File: config.mk
export PLATFORM = sky130hd
export DESIGN_NAME = image_load_sequencer
export DESIGN_NICKNAME = d
export VERILOG_FILES = /design/src/rtl/ocr_pkg.sv /design/src/rtl/timeout_counter.sv /design/src/rtl/image_load_sequencer.sv
export SDC_FILE = /design/constraint.sdc
export NUM_CORES = 1
export LEC_CHECK = 0
export ABC_AREA = 1
export CORE_MARGIN = 10
export CORE_UTILIZATION = 45
export DETAILED_ROUTE_END_ITERATION = 8
export PLACE_DENSITY = 0.72
export SLEW_MARGIN = 20
export SYNTH_ARGS = -nofsm -noshare
export SYNTH_HDL_FRONTEND = slang
export SYNTH_SLANG_ARGS = --single-unit
File: constraint.sdc
create_clock -name clk -period 3.8 [get_ports clk]
set_clock_uncertainty 0.2 [all_clocks]
set_input_delay 0.76 -clock clk [delete_from_list [all_inputs] [get_ports clk]]
set_output_delay 0.76 -clock clk [all_outputs]
set_load 0.05 [all_outputs]
File: src/rtl/ocr_pkg.sv
`default_nettype none
// ============================================================================
// Module   : ocr_pkg
// Brief    : Shared types and constants for the OCR image load / BNN path.
// Revision : 1.0 - initial release
// ============================================================================
package ocr_pkg;

    // Payload bytes per image: 904 bits, of which 900 carry pixels.
    localparam int IMG_BYTES_DEFAULT = 113;

    // Command bytes recognised while idle.
    localparam logic [7:0] CMD_LOAD  = 8'hA5;
    localparam logic [7:0] CMD_CLEAR = 8'hC3;

    // Classification result produced by the BNN core.
    typedef logic [3:0] class_t;

    // Sequencer states, explicitly encoded.
    typedef enum logic [2:0] {
        ST_IDLE      = 3'd0,
        ST_LOAD      = 3'd1,
        ST_WAIT_FULL = 3'd2,
        ST_START     = 3'd3,
        ST_INFER     = 3'd4,
        ST_SEND      = 3'd5,
        ST_CLEAR     = 3'd6
    } state_t;

endpackage
`default_nettype wire

File: src/rtl/timeout_counter.sv
`default_nettype none
// ============================================================================
// Module   : timeout_counter
// Brief    : Saturating idle-cycle counter. Flags expiry once the count
//            reaches LIMIT-1; clear has priority over enable. LIMIT >= 2.
// Revision : 1.0 - initial release
// ============================================================================
module timeout_counter #(
    parameter int LIMIT = 1000000
) (
    input  logic clk,
    input  logic rst_n,
    input  logic clear_i,
    input  logic enable_i,
    output logic expired_o
);

    localparam int              CW   = (LIMIT > 1) ? $clog2(LIMIT) : 1;
    localparam logic [CW-1:0]   LAST = CW'(LIMIT - 1);

    logic [CW-1:0] cnt_q;

    // Count enabled idle cycles, holding at LAST so the counter never wraps.
    always_ff @(posedge clk or negedge rst_n) begin
        if (!rst_n) begin
            cnt_q <= '0;
        end else if (clear_i) begin
            cnt_q <= '0;
        end else if (enable_i && (cnt_q != LAST)) begin
            cnt_q <= cnt_q + 1'b1;
        end
    end

    assign expired_o = (cnt_q == LAST);

endmodule
`default_nettype wire

File: src/rtl/image_load_sequencer.sv
`default_nettype none
// ============================================================================
// Module   : image_load_sequencer
// Brief    : Command parser and load/infer/reply sequencer between the byte
//            receiver, the image buffer and the BNN core. IMG_BYTES <= 127.
// Revision : 1.0 - initial release
// ============================================================================
module image_load_sequencer
    import ocr_pkg::*;
#(
    parameter int IMG_BYTES      = IMG_BYTES_DEFAULT,
    parameter int TIMEOUT_CYCLES = 1000000
) (
    input  logic       clk,
    input  logic       rst_n,
    input  logic       rx_valid,
    input  logic [7:0] rx_data,
    output logic [7:0] buf_data,
    output logic       buf_write_request,
    output logic       buf_clear,
    input  logic       buf_write_ready,
    input  logic       buf_full,
    output logic       bnn_start,
    input  logic       bnn_done,
    input  logic [3:0] bnn_result,
    output logic       tx_valid,
    output logic [7:0] tx_data,
    input  logic       tx_ready,
    output logic       busy,
    output logic       err_timeout,
    output logic       err_overrun
);

    localparam logic [6:0] LAST_BYTE = 7'(IMG_BYTES - 1);

    state_t     state_q, state_d;
    logic [6:0] byte_cnt_q, byte_cnt_d;
    class_t     result_q, result_d;
    logic       err_timeout_d;
    logic       err_overrun_d;
    logic       byte_accept;
    logic       tmo_clear;
    logic       tmo_enable;
    logic       tmo_expired;

    // Idle-gap watchdog for the load phase; held cleared outside LOAD so it
    // always starts from zero when a load begins.
    timeout_counter #(
        .LIMIT     (TIMEOUT_CYCLES)
    ) u_load_timeout (
        .clk       (clk),
        .rst_n     (rst_n),
        .clear_i   (tmo_clear),
        .enable_i  (tmo_enable),
        .expired_o (tmo_expired)
    );

    // Next-state logic: command decode, payload counting, handshakes.
    always_comb begin
        state_d       = state_q;
        byte_cnt_d    = byte_cnt_q;
        result_d      = result_q;
        err_timeout_d = err_timeout;
        err_overrun_d = err_overrun;
        byte_accept   = 1'b0;
        tmo_clear     = 1'b1;
        tmo_enable    = 1'b0;

        case (state_q)
            ST_IDLE: begin
                if (rx_valid && (rx_data == CMD_LOAD)) begin
                    state_d       = ST_LOAD;
                    byte_cnt_d    = '0;
                    err_timeout_d = 1'b0;
                    err_overrun_d = 1'b0;
                end else if (rx_valid && (rx_data == CMD_CLEAR)) begin
                    state_d       = ST_CLEAR;
                    err_timeout_d = 1'b0;
                    err_overrun_d = 1'b0;
                end
            end
            ST_LOAD: begin
                // Every byte is payload here; an arriving byte beats expiry.
                tmo_clear = 1'b0;
                if (rx_valid) begin
                    if (buf_write_ready) begin
                        byte_accept = 1'b1;
                        tmo_clear   = 1'b1;
                        byte_cnt_d  = byte_cnt_q + 7'd1;
                        if (byte_cnt_q == LAST_BYTE) begin
                            state_d = ST_WAIT_FULL;
                        end
                    end else begin
                        err_overrun_d = 1'b1;
                    end
                end else if (tmo_expired) begin
                    err_timeout_d = 1'b1;
                    state_d       = ST_CLEAR;
                end else begin
                    tmo_enable = 1'b1;
                end
            end
            ST_WAIT_FULL: begin
                if (buf_full) begin
                    state_d = ST_START;
                end
            end
            ST_START: begin
                state_d = ST_INFER;
            end
            ST_INFER: begin
                if (bnn_done) begin
                    result_d = bnn_result;
                    state_d  = ST_SEND;
                end
            end
            ST_SEND: begin
                if (tx_ready) begin
                    state_d = ST_CLEAR;
                end
            end
            ST_CLEAR: begin
                state_d = ST_IDLE;
            end
            default: begin
                state_d = ST_IDLE;
            end
        endcase
    end

    // State, counters and every output register; outputs derive from the
    // next state so they line up with the state they describe.
    always_ff @(posedge clk or negedge rst_n) begin
        if (!rst_n) begin
            state_q           <= ST_IDLE;
            byte_cnt_q        <= '0;
            result_q          <= '0;
            buf_data          <= '0;
            buf_write_request <= 1'b0;
            buf_clear         <= 1'b0;
            bnn_start         <= 1'b0;
            tx_valid          <= 1'b0;
            tx_data           <= '0;
            busy              <= 1'b0;
            err_timeout       <= 1'b0;
            err_overrun       <= 1'b0;
        end else begin
            state_q           <= state_d;
            byte_cnt_q        <= byte_cnt_d;
            result_q          <= result_d;
            buf_write_request <= byte_accept;
            if (byte_accept) begin
                buf_data <= rx_data;
            end
            buf_clear         <= (state_d == ST_CLEAR);
            bnn_start         <= (state_d == ST_START);
            tx_valid          <= (state_d == ST_SEND);
            tx_data           <= (state_d == ST_SEND) ? {4'h0, result_d} : 8'h00;
            busy              <= (state_d != ST_IDLE);
            err_timeout       <= err_timeout_d;
            err_overrun       <= err_overrun_d;
        end
    end

endmodule
`default_nettype wire

Word-level counts from Yosys, hierarchy flattened
Index checks and enable logic that the tools add are counted.
- flip-flop bits (word level): 53
- input bits: 19
- output and inout port bits: 23
- add/subtract/negate cells: 2
- eq/ne operators: 20
- mux-type cells: 34
- reduce and logical (&&, ||, !) cells: 10
- operators with widths (cell ; count):
    20-bit two-way mux ; 2
    3-bit two-way mux ; 9
    7-bit two-way mux ; 3
    20-bit by 1-bit adder with 20-bit output, second input constant ; 1
    20-bit equality test, second input constant ; 1
    20-bit != test, second input constant ; 1
    3-bit case mux with 6 select lines ; 1
    8-bit equality test, second input constant ; 2
    7-bit case mux with 2 select lines ; 1
    1-bit two-way mux ; 13
    3-bit equality test, second input constant ; 4
    4-bit two-way mux ; 3
    2-bit != test, second input constant ; 6
    4-bit AND reduction ; 3
    3-bit by 2-bit equality test with 1-bit output, second input constant ; 3
    7-bit by 1-bit adder with 7-bit output, second input constant ; 1
    7-bit equality test, second input constant ; 1
    1-bit case mux with 2 select lines ; 2
    2-bit nonzero test ; 2
    3-bit by 1-bit equality test with 1-bit output, second input constant ; 1
    1-bit logical AND ; 3
    3-bit zero test ; 1
    3-bit != test, second input constant ; 1
    3-bit nonzero test ; 1

Depth between registers and ports, before layout
Gate-level depths: netlist (run 1).
- depth after elaboration: 7
- gate-level depth with buffers: 11
- mapped depth without buffers: 11

Cells and area by module
A second synthesis (run 1) with hierarchy kept.
- cells, all modules: 408
- area total of the unflattened synthesis: 3084.2 sq um
- by module, submodules not included (module ; instances ; cells an instance ; area an instance (sq um) ; seq. area each (sq um)):
    image_load_sequencer ; 1 ; 210 ; 1687.9 ; 825.8
    timeout_counter ; 1 ; 198 ; 1396.3 ; 500.5

Worst setup path after synthesis (run 1)
No wires, ideal clock.
- kind: input port to flip-flop
- from: in rx_data[3]
- to: reg byte_cnt_q[2]
- setup time: 0.077 ns
- arrival: 1.558 ns
- slack: 1.964 ns
- stages: 9
- path buffers: 0
- cell sequence: inv_1 -> nand2_1 -> nor2_1 -> nand4_1 -> nand2_1 -> nand2_2 -> inv_2 -> nand2_1 -> a21oi_1
- word-level cells in the longest chain between the ends: 4
- RTL lines (element ; line ; source):
    start, declared ; image_load_sequencer.sv:17 ; input logic [7:0] rx_data,
    8-bit equality test ; image_load_sequencer.sv:71 ; if (rx_valid && (rx_data == CMD_LOAD)) begin
    1-bit logical AND ; image_load_sequencer.sv:71 ;
    2-bit != test (no line) ; -- ;
    4-bit AND reduction (no line) ; -- ;
    end signal, assigned ; image_load_sequencer.sv:149 ; byte_cnt_q <= byte_cnt_d;
    end, declared ; image_load_sequencer.sv:37 ; logic [6:0] byte_cnt_q, byte_cnt_d;
No other way between the ends.
A chain may end at the register's enable or synchronous reset.

Worst setup path after layout (run 1)
- from: in rx_valid
- to: reg u_load_timeout.cnt_q[8]
- word-level cells in the longest chain between the ends: 4
- elaborated cells on any way between the ends: 7
- classes of those cells: mux (5); reduce/logical (2)
- RTL lines (element ; line ; source):
    start, declared ; image_load_sequencer.sv:16 ; input logic rx_valid,
    1-bit two-way mux ; image_load_sequencer.sv:85 ; if (rx_valid) begin
    1-bit two-way mux ; image_load_sequencer.sv:69 ; case (state_q)
    1-bit logical AND ; timeout_counter.sv:29 ; end else if (enable_i && (cnt_q != LAST)) begin
    2-bit nonzero test (no line) ; -- ;
    end signal, assigned ; timeout_counter.sv:30 ; cnt_q <= cnt_q + 1'b1;
    end, declared ; timeout_counter.sv:21 ; logic [CW-1:0] cnt_q;
Several ways; a longest one is shown, not always the timed one.

==> flow_summary.ini, run 1 <==
[detailed_routing]
via_per_inst = 5.14
dr_wl_met2_mm = 3.30
drt_pre_antenna_iters = 4
wl_mm = 6.72
route.vias.total = 2525
dr_wl_met3_um = 449
first_iter_violations = 150
ant_nets = 0
drc = 0
routed.top_layer = met4
met1_length_mm = 2.85
wire_per_inst_um = 13.7

[pwr]
max-vdd-ir-drop_mv = 0.411
power.leakage_nw = 1.56
powerDensity_mw_per_mm2 = 589

[grt]
grt_pass1_vias = 2425
grt_usage_pct = 13.5
grt_pass1_wl_mm = 11.3
grt_max_degree = 28
grt-ovfl-total = 0
antenna_found_initial = 0

[clock_network]
clock-root-buffer = clkbuf_8
ctsHtreeMaxLevel = 2
ctsHoldBuffers = 0
cts_setup_buffers = 0
clockBufferDepth = 2
clk_pin_slew_worst_paths_ns = 0.09
cts_sinks = 53
cts.repair.resized = 0
cts_tree = built
numCtsBuffers = 5
worst_skew_pair.late_latency_ns = 0.30

[sta]
rsz0062_at_grt = no
min_period_ns = 2.53
drv_slew = 0
max_slew_margin_pct = 58.9
setup_violations = 0
tightest_slew_ns = 0.617
setup_tns_ns = 0
timing.fmax_mhz = 395
finalWorstSetupSlack_ns = 1.27
hold_viol_final = 0
fin_crit_sh_pct = 66.7

[placed_design]
io_buffers = 37
globalplace.congestion = 0.888
dp_hpwl_mm = 5.19
post-place-ws_ns = 0.963

[worst_setup_path]
setup.worst_path.end_class = flop
start_kind = primary input
cp.arrival_ns = 2.51
r2r_start = u_load_timeout.cnt_q[0]
startpoint = rx_valid
cp_max_fo = 19
setup.worst_path.class = in2reg
required_ns = 3.78

[die]
die_w_um = 100
io_pins = 42
row_count = 29
core_sq_mm = 0.00631
die_area_sq_mm = 0.0100
start_util_pct = 45.9
die_y_um = 100

[logic_synthesis]
synth_top_family_by_area = simple AND/OR/NAND/NOR gates
yosysSeqAreaShare_pct = 45.8
synth_adder_area_share_pct = 1.30
synth_area_sq_mm = 0.00290
yosys.area_share.simple_pct = 30.8
synthMuxAreaShare_pct = 0
syn_inst = 373
postSynthAreaPerCell_sq_um = 7.77
synth-seq-cells = 53
synth-xor-area-share_pct = 4.54
synth_cell_types = 33
yosysWarnings = 0
synth_compound_area_share_pct = 8.81

[job]
max_cap_viol_count = 0

[run_status]
status = complete, no violations

[hold_path]
hold_path_class = in2async

[layout]
areaGrowthSynthToFinish_pct = 18.7
antenna_cells = 0
final_nets = 435
drive_gt1_share_pct = 9.66
==> flip-flops by register name (all words and copies together), names as in the netlist <==
name                  flops
bnn_start                 1
err_overrun               1
buf_write_request         1
state_q                   3
tx_valid                  1
tx_data                   4
u_load_timeout.cnt_q     20
result_q                  4
busy                      1
byte_cnt_q                7
buf_data                  8
err_timeout               1
buf_clear                 1
==> metrics by stage <==
stage | hold WS [ns] | power [mW] | cells | utilization (%) | instance area, sq um
after floorplan | 0.264 | 1.38 | 376 | - | 2910
after global placement | 0.256 | 1.64 | 483 | 52.6 | 3320
after detailed placement | 0.266 | 1.65 | 483 | 52.6 | 3320
after CTS | 0.276 | 2.05 | 491 | 54.5 | 3440
after global routing | 0.294 | 2.15 | 491 | 54.5 | 3440
final | 0.260 | 2.03 | 491 | 54.5 | 3440
==> path summary, 6_finish.rpt <==
kind / to / slack (ns) / cells past startpoint
max in group asynchronous: state_q[1] / 2.35 / 2
setup / recovery: u_load_timeout.cnt_q[8] / 1.27 / 8
min in group clk: buf_data[7] / 0.28 / 2
hold / removal: u_load_timeout.cnt_q[6] / 0.26 / 1
hold reg to reg: buf_data[7] / 0.28 / 2
setup reg to reg: u_load_timeout.cnt_q[8] / 1.47 / 9
==> power by group <==
part           internal, mW  total, mW  leakage, nW  switching (mW)
clock                 0.215      0.389       0.0585           0.175
sequential            0.688      0.774        0.693          0.0860
combinational         0.262      0.863        0.809           0.601
total                  1.16       2.03         1.56           0.861
==> layout by cell type (no fill, tap or decap), drive strengths merged <==
cell             n
o21ai           24
a21oi            8
dfrtp           53
buf              2
xnor2            3
nand2          102
nor3             7
clkbuf           7
inv             52
xor2            12
nand4           15
bufinv           1
nand3b           1
clkdlybuf4s50   36
o21bai           1
o32ai            1
conb             4
o31ai            6
nand3           28
ha               3
a21boi           1
nor2            47
==> layer usage <==
layer | vias up | track usage, %
met5 | - | 0
met4 | 0 | 4.13
met3 | 10 | 3.43
met2 | 74 | 23.0
met1 | 1173 | 16.2
li1 | 1268 | -
==> synth_stat cells <==
master,instances,area [sq um]
clkbuf_1,1,3.75
o21ai_1,10,50.1
buf_6,1,11.3
nand2_4,2,22.5
xor2_1,12,105
nand4_1,14,87.6
o32ai_1,1,8.76
inv_2,15,56.3
nor2_2,1,6.26
a21boi_1,1,7.51
xnor2_1,3,26.3
inv_1,37,139
o21ai_0,8,40.0
nand3_1,27,135
nand2_2,1,6.26
buf_4,4,30.0
nand3b_1,1,7.51
nor3_1,5,25.0
o31ai_1,6,45.0
nor2_4,1,11.3
a21oi_1,7,35.0
a21oi_2,1,8.76
buf_2,2,10.0
dfrtp_1,53,1330
nor2_1,45,169
nand4_2,1,12.5
nand3_4,1,17.5
nor3_2,2,20.0
o21ai_2,6,52.6
ha_1,3,37.5
nand2_1,99,372
conb_1,1,3.75
o21bai_1,1,7.51
==> area by class of cell <==
type,instances,area [sq um]
clock buffer,7,86.3
clock inverter,1,30.0
fill,563,2880
inverter,52,195
multi-input combinational,263,1330
sequential,53,1330
tap,77,96.3
timing repair buffer,38,373
==> cells by family after synthesis <==
family                     after synthesis
and+or+nand+nor                        200
buffers and inverters                   60
DFF                                     53
AOI/OAI and AO/OA                       41
xor gates and xnor gates                15
adders and majority gates                3
other                                    1
==> worst max-delay path, stage by stage <==
cell             delay [ns]
clkdlybuf4s50_1        0.56
nand2_1                0.11
nand2_1                0.33
inv_2                  0.20
nand2_4                0.26
inv_2                  0.14
nand2_1                0.08
o31ai_1                0.06
Note: power is estimated with default switching activity, not from simulation.
==> run 2: changes to the inputs <==
==> constraint.sdc (replaced) <==
create_clock -name clk -period 2.45 [get_ports clk]
set_clock_uncertainty 0.2 [all_clocks]
set_input_delay 0.49 -clock clk [delete_from_list [all_inputs] [get_ports clk]]
set_output_delay 0.49 -clock clk [all_outputs]
set_load 0.05 [all_outputs]
==> flow_summary.ini, run 2 (synthesis results as in run 1) <==
[worst_setup_path]
r2r_start = u_load_timeout.cnt_q[0]
worstSetupPathDepth = 1
cp.buffers_inverters = 1
cp.arrival_ns = 1.49
setup.worst_path.end_class = output pin
crit_slowest_cell = clkdlybuf4s50_1
required_ns = 1.76
setup.worst_path.end = err_overrun
reg2reg_to = u_load_timeout.cnt_q[4]
cpPeakStageDelay_ns = 0.81
crit_chain = clkdlybuf4s50_1
reg2reg_slack_ns = 0.29
crit_family = buffers and inverters
cp_max_fo = 2
reg2regPathDepth = 9
start_kind = flop
setup.worst_path.class = reg2out
startpoint = err_overrun

[layout]
largest_reg_flops = 20
post-route-util_pct = 55.0
layout_common_cells = nand2_1, dfrtp_1, nor2_1
reg.largest.list = u_load_timeout.cnt_q x20, buf_data x8, byte_cnt_q x7
areaGrowthSynthToFinish_pct = 19.8
antenna_cells = 0
final_nets = 437
stdcell_area_sq_mm = 0.00347
fillers = 609
multi_input_area_sq_mm = 0.00133
drive_gt1_share_pct = 10.3
seq_area_sq_mm = 0.00133
final_common_cell = nand2_1
top_register = u_load_timeout.cnt_q

[detailed_routing]
wl_mm = 6.85
first_iter_violations = 150
wire_per_inst_um = 13.9
route.vias.total = 2517
via_per_inst = 5.11
drt_pre_antenna_iters = 5
ant_nets = 0
drc = 0

[grt]
grt_pass1_vias = 2460
grt_pass1_wl_mm = 11.7
grt_max_degree = 54
antenna_found_initial = 0
grt-ovfl-total = 0
grt_usage_pct = 14.1

[die]
row_count = 29
io_pins = 42
die_y_um = 100
start_util_pct = 45.9
die_w_um = 100
die_area_sq_mm = 0.0100
core_sq_mm = 0.00631

[clock_network]
ctsHtreeMaxLevel = 2
clock-root-buffer = clkbuf_8
cts_setup_buffers = 0
numCtsBuffers = 5
worst_skew_pair.late_latency_ns = 0.31
clockBufferDepth = 2
clk_pin_slew_worst_paths_ns = 0.11
cts_sinks = 53
cts.repair.resized = 0
ctsHoldBuffers = 0
cts_tree = built

[run_status]
status = complete, no violations

[sta]
hold_viol_final = 0
max_slew_margin_pct = 55.1
drv_slew = 0
tightest_slew_ns = 0.673
setup_tns_ns = 0
whs_ns = 0.0945
fin_crit_sh_pct = 89.2
timing.fmax_mhz = 458
setup_violations = 0
min_period_ns = 2.18
rsz0062_at_grt = no

[placed_design]
globalplace.congestion = 0.971
io_buffers = 37
placed_area_sq_mm = 0.00334
dp_hpwl_mm = 5.19

[job]
max_cap_viol_count = 0

[pwr]
total_power_mw = 3.28
powerDensity_mw_per_mm2 = 944
power.leakage_nw = 1.58
max-vdd-ir-drop_mv = 0.550

[hold_path]
hold_path_class = in2async
## run 2: power breakdown
part	switching, mW	total [mW]	internal (mW)
Combinational	0.961	1.37	0.413
Clock	0.298	0.704	0.406
Sequential	0.134	1.20	1.07
## run 2: final cells by class
class	count	share of cell area (%)
repair buffers	40	11.2
clock buffers	5	1.98
flip-flops and latches	53	38.2
multi-input cells	263	38.4
clock inverters	3	1.87
well taps	77	2.78
inverters	52	5.62
## run 2: layer usage
metal	wire length, um	GRT usage (%)
met5	0	0
met4	73	4.24
met3	339	3.02
met2	3340	23.1
met1	3090	18.1
## run 2: stage by stage
| step | std cells | worst slack (ns) |
|---|---|---|
| finish | 493 | 0.265 |
| global route | 493 | 0.0906 |
| CTS | 493 | 0.244 |
| detailed placement | 485 | 0.186 |
| global placement | 485 | 0.249 |
| floorplan | 376 | 0.668 |
## run 2: worst min-delay path by stage
stage	depth (start not counted)	slack [ns]	end
2_1_floorplan	0	-0.006	bnn_start
3_3_place_gp	2	0.26	buf_data[7]
3_5_place_dp	2	0.26	buf_data[6]
4_1_cts	2	0.13	u_load_timeout.cnt_q[14]
5_1_grt	2	0.15	buf_data[0]
6_report	2	0.09	u_load_timeout.cnt_q[8]
